$ cat config.mk
export PLATFORM = sky130hd
export DESIGN_NAME = four_bit_1to2demux_buf
export DESIGN_NICKNAME = d
export VERILOG_FILES = /design/src/rtl/four_bit_1to2demux_buf_pkg.sv /design/src/rtl/four_bit_1to2demux_buf_sync_fifo.sv /design/src/rtl/four_bit_1to2demux_buf.sv
export SDC_FILE = /design/constraint.sdc
export NUM_CORES = 1
export LEC_CHECK = 0
export ABC_AREA = 1
export CAP_MARGIN = 20
export CORE_UTILIZATION = 55
export DETAILED_ROUTE_END_ITERATION = 6
export GPL_ROUTABILITY_DRIVEN = 0
export HOLD_SLACK_MARGIN = 0.03
export PLACE_DENSITY = 0.87
export SYNTH_ARGS = -nofsm -noshare
export SYNTH_HDL_FRONTEND = slang
export SYNTH_SLANG_ARGS = --single-unit
$ cat constraint.sdc
create_clock -name clk -period 3.9 [get_ports clk]
set_input_delay 0.39 -clock clk [delete_from_list [all_inputs] [get_ports clk]]
set_output_delay 0.39 -clock clk [all_outputs]
set_load 0.01 [all_outputs]
$ cat src/rtl/four_bit_1to2demux_buf_pkg.sv
// rtl/four_bit_1to2demux_buf_pkg.sv - shared defaults and channel select encodings for the buffered 1-to-2 demux
package four_bit_1to2demux_buf_pkg;

    localparam int WIDTH_DEF = 4;
    localparam int DEPTH_DEF = 2;
    localparam int CNT_W_DEF = 8;

    localparam logic SEL_A = 1'b0;
    localparam logic SEL_B = 1'b1;

endpackage

$ cat src/rtl/four_bit_1to2demux_buf_sync_fifo.sv
// rtl/four_bit_1to2demux_buf_sync_fifo.sv - single-clock FIFO with wrap-bit pointers and zeroed output when empty
module sync_fifo #(
    parameter int WIDTH = 4,
    parameter int DEPTH = 2
) (
    input  logic             clk,
    input  logic             reset,
    input  logic             push,
    input  logic [WIDTH-1:0] din,
    output logic             full,
    input  logic             pop,
    output logic [WIDTH-1:0] dout,
    output logic             empty
);

    localparam int AW = $clog2(DEPTH);
    localparam logic [AW:0] PTR_ONE = {{AW{1'b0}}, 1'b1};

    logic [AW:0]      wr_ptr;
    logic [AW:0]      rd_ptr;
    logic [WIDTH-1:0] mem [DEPTH];
    logic             do_push;
    logic             do_pop;

    // Guard locally so a misbehaving caller can never corrupt occupancy.
    assign do_push = push & ~full;
    assign do_pop  = pop & ~empty;

    assign empty = (wr_ptr == rd_ptr);
    assign full  = (wr_ptr[AW] != rd_ptr[AW]) && (wr_ptr[AW-1:0] == rd_ptr[AW-1:0]);
    assign dout  = empty ? '0 : mem[rd_ptr[AW-1:0]];

    always_ff @(posedge clk or posedge reset) begin
        if (reset) begin
            wr_ptr <= '0;
            rd_ptr <= '0;
        end else begin
            if (do_push) begin
                wr_ptr <= wr_ptr + PTR_ONE;
            end
            if (do_pop) begin
                rd_ptr <= rd_ptr + PTR_ONE;
            end
        end
    end

    // Storage needs no reset: stale entries are never visible because dout is masked when empty.
    always_ff @(posedge clk) begin
        if (do_push) begin
            mem[wr_ptr[AW-1:0]] <= din;
        end
    end

endmodule

$ cat src/rtl/four_bit_1to2demux_buf.sv
// rtl/four_bit_1to2demux_buf.sv - steers one valid/ready stream into two independently buffered channels
module four_bit_1to2demux_buf
    import four_bit_1to2demux_buf_pkg::*;
#(
    parameter int WIDTH = WIDTH_DEF,
    parameter int DEPTH = DEPTH_DEF,
    parameter int CNT_W = CNT_W_DEF
) (
    input  logic             clk,
    input  logic             reset,
    input  logic             in_valid,
    output logic             in_ready,
    input  logic             in_sel,
    input  logic [WIDTH-1:0] in_data,
    output logic             a_valid,
    input  logic             a_ready,
    output logic [WIDTH-1:0] a_data,
    output logic             b_valid,
    input  logic             b_ready,
    output logic [WIDTH-1:0] b_data,
    output logic [CNT_W-1:0] a_count,
    output logic [CNT_W-1:0] b_count
);

    localparam logic [CNT_W-1:0] CNT_ONE = {{(CNT_W-1){1'b0}}, 1'b1};

    logic full_a;
    logic full_b;
    logic empty_a;
    logic empty_b;
    logic acc;
    logic push_a;
    logic push_b;
    logic pop_a;
    logic pop_b;

    // Ready depends only on the selected FIFO's fullness, never on a_ready/b_ready.
    assign in_ready = (in_sel == SEL_B) ? ~full_b : ~full_a;
    assign acc      = in_valid & in_ready;
    assign push_a   = acc & ~in_sel;
    assign push_b   = acc & in_sel;

    assign a_valid = ~empty_a;
    assign b_valid = ~empty_b;
    assign pop_a   = a_valid & a_ready;
    assign pop_b   = b_valid & b_ready;

    sync_fifo #(
        .WIDTH (WIDTH),
        .DEPTH (DEPTH)
    ) fifo_a (
        .clk   (clk),
        .reset (reset),
        .push  (push_a),
        .din   (in_data),
        .full  (full_a),
        .pop   (pop_a),
        .dout  (a_data),
        .empty (empty_a)
    );

    sync_fifo #(
        .WIDTH (WIDTH),
        .DEPTH (DEPTH)
    ) fifo_b (
        .clk   (clk),
        .reset (reset),
        .push  (push_b),
        .din   (in_data),
        .full  (full_b),
        .pop   (pop_b),
        .dout  (b_data),
        .empty (empty_b)
    );

    // Delivered-word counters wrap silently.
    always_ff @(posedge clk or posedge reset) begin
        if (reset) begin
            a_count <= '0;
            b_count <= '0;
        end else begin
            if (pop_a) begin
                a_count <= a_count + CNT_ONE;
            end
            if (pop_b) begin
                b_count <= b_count + CNT_ONE;
            end
        end
    end

endmodule
==> Word level (Yosys, flattened, before mapping) <==
Memory sizes are Yosys's and may differ from the RTL's.
Index checks and enable logic that the tools add are counted.
{ "classes": {"n_eq_ne": 6, "reduce_logical": 2, "n_mux": 7, "n_bitwise": 14, "n_addsub": 6} }
{ "ops": {"columns": ["op", "count"], "rows": [
  ["adder 8 x 1 -> 8 bit (second input constant)", 2],
  ["bitwise AND 1 bit", 9],
  ["adder 2 x 1 -> 2 bit (second input constant)", 4],
  ["two-way mux 4 bit", 2],
  ["two-way mux 1 bit", 5],
  ["inverter 1 bit", 5],
  ["equality test 2 bit", 2],
  ["equality test 1 bit", 2],
  ["logical AND 1 bit", 2],
  ["!= test 1 bit", 2]
]} }
{ "totals": {"wordCells": 43, "register_bits": 24, "input_bits": 10, "ram_bits": 16, "mem_count": 2} }
{ "mem_list": {"columns": ["memory", "words", "word_bits", "rd", "rd_ports_with_merged_regs", "write_ports", "line_no", "text"], "rows": [
  ["fifo_a.mem", 2, 4, 1, 0, 1, "four_bit_1to2demux_buf_sync_fifo.sv:21", "logic [WIDTH-1:0] mem [DEPTH];"],
  ["fifo_b.mem", 2, 4, 1, 0, 1, "four_bit_1to2demux_buf_sync_fifo.sv:21", null]
]} }

==> Longest topological paths before layout <==
Gate-level depths: netlist of the first run.
{ "logic_depth": {"word_depth": 9, "depth_mapped": 9} }

==> By module <==
From an unflattened synthesis of the first run, not the netlist that was laid out.
{ "unflattened": {"hier_cells": 230, "hier_area_um2": 2048.2} }
{ "by_module_without_submodules": {"columns": ["mod", "cells_per_inst", "seq_area_each_um2", "instances", "area_per_inst_um2"], "rows": [
  ["sync_fifo", 63, 340.3, 2, 604.3],
  ["four_bit_1to2demux_buf", 104, 400.4, 1, 839.6]
]} }

==> Worst setup path before layout of the first run <==
Ideal clock, no wire load.
{ "synth_path": {"path_kind": "reg2reg", "from": "register fifo_a.rd_ptr[0]", "to": "memory fifo_a.mem[1][0] (enable)", "synth_period_minus_slack_ns": 1.388, "required_time_ns": 3.571, "path_buffers": 1, "arrival_ns": 1.058, "setup_slack_ns": 2.512, "path_stages_with_launch": 7, "path_cell_list": "dfrtp_1 -> buf_6 -> nand2_1 -> nand2_2 -> nand2_1 -> nand3_1 -> nor2_1"} }
{ "synth_via": {"elab_chain_cells": 9} }
{ "synth_rtl": {"columns": ["element", "line_no", "text"], "rows": [
  ["start: declaration", "four_bit_1to2demux_buf_sync_fifo.sv:20", "logic [AW:0] rd_ptr;"],
  ["start signal: assignment", "four_bit_1to2demux_buf_sync_fifo.sv:42", "rd_ptr <= rd_ptr + PTR_ONE;"],
  ["equality test 1 bit *", "four_bit_1to2demux_buf_sync_fifo.sv:30", "assign full = (wr_ptr[AW] != rd_ptr[AW]) && (wr_ptr[AW-1:0] == rd_ptr[AW-1:0]);"],
  ["logical AND 1 bit *", "four_bit_1to2demux_buf_sync_fifo.sv:30", null],
  ["inverter 1 bit *", "four_bit_1to2demux_buf_sync_fifo.sv:26, four_bit_1to2demux_buf.sv:38", null],
  ["two-way mux 1 bit", "four_bit_1to2demux_buf.sv:38", "assign in_ready = (in_sel == SEL_B) ? ~full_b : ~full_a;"],
  ["bitwise AND 1 bit", "four_bit_1to2demux_buf.sv:39", "assign acc = in_valid & in_ready;"],
  ["bitwise AND 1 bit", "four_bit_1to2demux_buf.sv:40", "assign push_a = acc & ~in_sel;"],
  ["bitwise AND 1 bit *", "four_bit_1to2demux_buf_sync_fifo.sv:26", "assign do_push = push & ~full;"],
  ["two-way mux 1 bit *", "four_bit_1to2demux_buf_sync_fifo.sv:49", "if (do_push) begin"],
  ["two-way mux 1 bit (not written as such) *", "four_bit_1to2demux_buf_sync_fifo.sv:50", "mem[wr_ptr[AW-1:0]] <= din;"],
  ["end: declaration", "four_bit_1to2demux_buf_sync_fifo.sv:21", null]
]} }
Mark *: on every way between the ends. The rest lies on a longest branch, timed or not.

==> Worst setup path after layout of the first run <==
{ "layout_path": {"from": "register fifo_a.rd_ptr[0]", "to": "output a_data[0]"} }
{ "layout_via": {"elab_chain_cells": 2} }
{ "layout_rtl": {"columns": ["element", "line_no", "text"], "rows": [
  ["memory (2 x 4 bit) or equality test 2 bit (tied branches)", null, null],
  ["two-way mux 4 bit *", "four_bit_1to2demux_buf_sync_fifo.sv:31", "assign dout = empty ? '0 : mem[rd_ptr[AW-1:0]];"],
  ["end: declaration", "four_bit_1to2demux_buf.sv:17", "output logic [WIDTH-1:0] a_data,"]
]} }
Marks and branches as above.

==> metrics.yaml, run 1 <==
postRouteAntennaNets: 0
ys_types: 19
first_iter_violations: 83
critPathLaunchType: "flop"
clock_sinks: 40
drive_gt1_share_pct: 10.3
ys_top_cells_by_area: "dfrtp_1, edfxtp_1, nand2_1"
totalWireLength_mm: 3.78
period_share_pct: 60.3
relSlewSlack_pct: 40.3
grt_max_degree: 25
wl_per_cell_um: 11.2
clkTransAtPathRegs_ns: 0.08
maxCapViolCount: 0
routed.top_layer: "met4"
ctsResizeCount: 0
initial_core_util_pct: 57.1
grt_pass1_vias: 1574
port-buffer-count: 36
syn-cell-area_um2: 2090
grt_pass1_wl_mm: 6.65
yosysWarnings: 0
met1_length_mm: 1.76
power_per_cell_area_nw_per_um2: 726
die-area_um2: 4050
critical_path.top_delay_family: "buffers and inverters"
finalWorstSetupSlack_ns: 1.55
synthArstFlopShare_pct: 60.0
cp_max_fo: 8
seq_area_frac_synth_pct: 51.7
crit_top_cell: "nand2_2"
crit_slowest_cell: "clkdlybuf4s50_1"
antenna_cells: 0
ioPinCount: 37
outcome: "finished, final reports clean"
place_area_um2: 2460
track_usage_pct: 21.8
synth_seq_cells: 40
first_pass_iters: 4
stdcell_count: 339
area_delta_synth_final_pct: 21.8
path_class: "flop to output pin"
vias: 1666
synthFlopType: "dfrtp_1"
syn_inst: 251
cts_tree: "built"
worst_skew_pair.late_latency_ns: 0.30
fmax_mhz: 425
post_synth.cell_area_avg_um2: 8.33
r2r_setup_slack_ns: 2.21
path_cells: "inv_6 -> nand2_2 -> nand2_2 -> nand2_4 -> inv_1 -> a21oi_1 -> clkdlybuf4s50_1"
power.ir.vdd_worst_mv: 0.421
tns_ns: 0
post_cts_buffers: 0
layout_min_cycle_time_ns: 2.35
worstMarginPinSlew_ns: 0.895
finalSetupViolCount: 0
clk_path_buf_depth: 2
wl_met3_um: 167
hpwlAfterDp_mm: 2.76
hold_path.class: "flop to flop"
cp_num_buf_inv: 3
place_inst: 331
p_total_w: 0.00185
seq_area_um2: 1080
cts-root-buf: "clkbuf_8"
design_area_um2: 2550
arrival_ns: 1.96
slowest_delay_ns: 0.58
required_ns: 3.51
htreeDepth: 2
ctsHoldBuffers: 0
fill_cells: 306
overflow: 0
rsz0062_at_grt: "false"
dr_wl_met2_mm: 1.76
leakage_nw: 1.19
slew_viol_final: 0
layout.nets: 302
cts-buffers-inserted: 5
die_x_um: 63.7
core_um2: 3660
synth_top_area_share_pct: 28.7
antenna_found_initial: 0
synth-edff-count: 16
multi_input_area_um2: 856
detailedPlace.worstSlack_ns: 1.85
synth_nets: 263
final_hold_viol_count: 0
via_per_inst: 4.91
skew_ns: 0.0115
rows: 22
die_h_um: 63.7
endpoint_kind: "output pin"
synth_top_area_cell: "dfrtp_1"
drc: 0
## worst reg2reg max path, delay by kind of cell (launching register included)
kind                   cells  cell delay (ns)
flip-flops                 1             0.57
AND/OR/NAND/NOR            5             0.72
buffers and inverters      1             0.07
## cell type report
| type | count | share of cell area (%) |
|---|---|---|
| flip-flops and latches | 40 | 42.4 |
| multi-input cells | 183 | 33.6 |
| repair buffers | 36 | 14.1 |
| inverters | 24 | 3.93 |
| clock buffers | 8 | 3.54 |
| well taps | 48 | 2.36 |
## logic make-up after synthesis
kind of cell	Yosys count	synth area share [%]
AO/OA/AOI/OAI	13	3.83
XOR/XNOR	8	3.35
adder cells (fa/ha/maj)	2	1.20
buffers and inverters	28	7.36
flip-flops	40	51.7
AND/OR/NAND/NOR	160	32.6
## final timing paths
kind	from	to	depth (start not counted)
hold reg to reg	fifo_b.wr_ptr[0]	fifo_b.wr_ptr[0]	2
hold / removal	fifo_b.wr_ptr[0]	fifo_b.wr_ptr[0]	2
setup reg to reg	fifo_a.rd_ptr[0]	fifo_a.mem[1][0]	6
max in group asynchronous	reset	fifo_a.wr_ptr[0]	2
setup / recovery	fifo_a.rd_ptr[0]	a_data[0]	7
min in group asynchronous	reset	a_count[6]	2
## routing by layer
metal  global-route usage, %  vias to the layer above
met5                       0                        -
met4                    14.5                        0
met3                    4.17                        9
met2                    34.4                       37
met1                    27.0                      761
li1                        -                      859
## stage by stage
stage | hold WS [ns] | util [%]
after global routing | 0.562 | 69.6
after detailed placement | 0.517 | 67.1
after floorplan | 0.405 | -
final | 0.530 | 69.6
after CTS | 0.534 | 69.6
after global placement | 0.507 | 67.1
## power breakdown
part / internal [W] / total [W] / leakage, nW / switching (W)
Sequential: 0.000550 / 0.000697 / 0.457 / 0.000147
Clock: 0.000144 / 0.000279 / 0.0455 / 0.000135
Combinational: 0.000405 / 0.000874 / 0.684 / 0.000469
## Yosys cell counts, types with 2 or more instances
cell,number
a21oi_1,8
buf_6,3
dfrtp_1,24
edfxtp_1,16
ha_1,2
inv_1,19
inv_2,3
inv_6,2
nand2_1,121
nand2_2,11
nand2_4,4
nand3_1,10
nand4_1,4
nor2_1,10
o21ai_2,4
xnor2_1,7
## cell usage in the layout, fill, tap and decap left out, types with 6 or more instances in the layout
| cell type | count |
|---|---|
| clkdlybuf4s50_1 | 36 |
| a21oi_1 | 8 |
| clkbuf_8 | 6 |
| edfxtp_1 | 16 |
| nand2_2 | 11 |
| nand2_1 | 121 |
| xnor2_1 | 7 |
| inv_1 | 19 |
| dfrtp_1 | 24 |
| nor2_1 | 10 |
| nand3_1 | 10 |
## state kept, by name, indices dropped and copies added, names as in the netlist
register,flops
fifo_a.rd_ptr,2
fifo_a.wr_ptr,2
a_count,8
fifo_b.wr_ptr,2
fifo_b.mem,8
b_count,8
fifo_b.rd_ptr,2
fifo_a.mem,8
Note: power is estimated with default switching activity, not from simulation.
==> run 2, diff against run 1 <==
- CORE_UTILIZATION: 55 -> 52
- PLACE_DENSITY: 0.87 -> 0.83
- clock period: 3.9 -> 2.44 ns (I/O delays scaled with it)
==> run 2 against run 1 <==
Hold slack worse by 0.24 ns. Non-clock buffer count increased by 1. Count of clock-buffer cells in the layout down 3. Power is 58% higher. Sequential share of layout area hardly changed. Clock skew is 0.0054 ns lower. Register-to-register slack worse by 1.4 ns. Cell count stayed put. Core utilization down 2.1 points. Worst setup slack got worse by 1.3 ns. Design area about the same. Largest cell class unchanged.
==> metrics.yaml, run 2 (same netlist as run 1, synthesis figures left out) <==
detailedPlace.worstSlack_ns: 0.581
critical_path.top_delay_family: "buffers and inverters"
final_cell_mix: "nand2_1, clkdlybuf4s50_1, dfrtp_1"
antenna_cells: 0
htreeDepth: 2
fmax_mhz: 461
port-buffer-count: 36
antenna_found_initial: 0
track_usage_pct: 21.0
grt_max_degree: 25
grt_pass1_vias: 1598
layout_min_cycle_time_ns: 2.17
power.ir.vdd_worst_mv: 0.711
leakage_nw: 1.19
slew_viol_final: 0
place_area_um2: 2460
clkTransAtPathRegs_ns: 0.08
cts-root-buf: "clkbuf_8"
rsz0062_at_grt: "false"
cp_num_buf_inv: 3
hold_path.class: "input pin to async pin"
rows: 22
worstMarginPinSlew_ns: 0.351
area_delta_synth_final_pct: 21.8
core_um2: 3770
totalWireLength_mm: 3.80
clock_sinks: 40
cts_tree: "built"
maxCapViolCount: 0
ctsHoldBuffers: 0
required_ns: 2.20
finalWorstSetupSlack_ns: 0.272
die_x_um: 65.4
endpoint_kind: "output pin"
drc: 0
crit_top_cell: "nand2_2"
period_share_pct: 88.9
first_iter_violations: 97
post_cts_buffers: 0
path_cells: "inv_6 -> nand2_2 -> nand2_2 -> nand2_4 -> inv_1 -> a21oi_1 -> clkdlybuf4s50_1"
drive_gt1_share_pct: 11.0
power_per_cell_area_nw_per_um2: 1150
layout_commonest_cell: "nand2_1"
ctsResizeCount: 0
cp_max_fo: 8
vias: 1656
crit_slowest_cell: "clkdlybuf4s50_1"
cts-buffers-inserted: 5
design_area_um2: 2550
relSlewSlack_pct: 76.6
skew_ns: 0.00612
clk_path_buf_depth: 2
via_per_inst: 4.88
worst_skew_pair.late_latency_ns: 0.29
grt_pass1_wl_mm: 6.79
first_pass_iters: 4
layout.nets: 303
overflow: 0
ioPinCount: 37
critPathLaunchType: "flop"
outcome: "finished, final reports clean"
final_hold_viol_count: 0
wl_per_cell_um: 11.2
tns_ns: 0
postRouteAntennaNets: 0
hpwlAfterDp_mm: 2.86
fin_util_pct: 67.5
die-area_um2: 4280
path_class: "flop to output pin"
arrival_ns: 1.92
finalSetupViolCount: 0
die_h_um: 65.4
slowest_delay_ns: 0.57
initial_core_util_pct: 55.4
-- run 2: cell types whose count changed in the layout (fill, tap and decap cells not counted), sizes merged --
cell,change
clkinvlp,+1
clkbuf,-3
clkinv,+1
buf,+1
-- run 2: through the flow --
step	std cells	power, W	hold WS (ns)
5_1_grt	339	0.00317	0.326
6_report	339	0.00292	0.295
3_3_place_gp	332	0.00249	0.510
4_1_cts	339	0.00296	0.304
2_1_floorplan	251	0.00204	0.259
3_5_place_dp	332	0.00254	0.519
-- run 2: worst paths after layout --
kind,depth (start not counted),end,start,slack [ns]
max in group asynchronous,3,a_count[1],reset,1.90
worst min-delay path,3,a_count[7],reset,0.29
worst max register to register,6,fifo_b.mem[1][0],fifo_b.rd_ptr[0],0.80
min in group clk,2,a_count[7],a_count[7],0.54
worst min register to register,2,a_count[7],a_count[7],0.54
worst max-delay path,7,a_data[0],fifo_a.rd_ptr[0],0.27
-- run 2: worst reg2reg max path: cells and delay by family, from the launching register on --
kind | cells | cell delay, ns
flip-flops | 1 | 0.54
AND/OR/NAND/NOR | 5 | 0.71
buffers and inverters | 1 | 0.07
-- run 2: area by class of cell --
| cell class | count | area [µm²] |
|---|---|---|
| repair buffers | 37 | 368 |
| clock buffers | 5 | 68.8 |
| inverters | 24 | 100 |
| fillers | 325 | 1220 |
| clock inverters | 2 | 12.5 |
| well taps | 48 | 60.1 |
| flip-flops and latches | 40 | 1080 |
| multi-input cells | 183 | 856 |
-- run 2: per-layer routing --
metal	up-vias	routed length [µm]	global-route usage (%)
met1	760	1780	26.3
met3	4	156	5.03
li1	857	-	-
met2	35	1810	35.1
met5	-	0	0
met4	0	53	8.15
-- run 2: where the power goes --
group          internal, W  switching (W)
combinational     0.000648       0.000749
sequential        0.000878       0.000236
clock             0.000193       0.000217
total              0.00172        0.00120
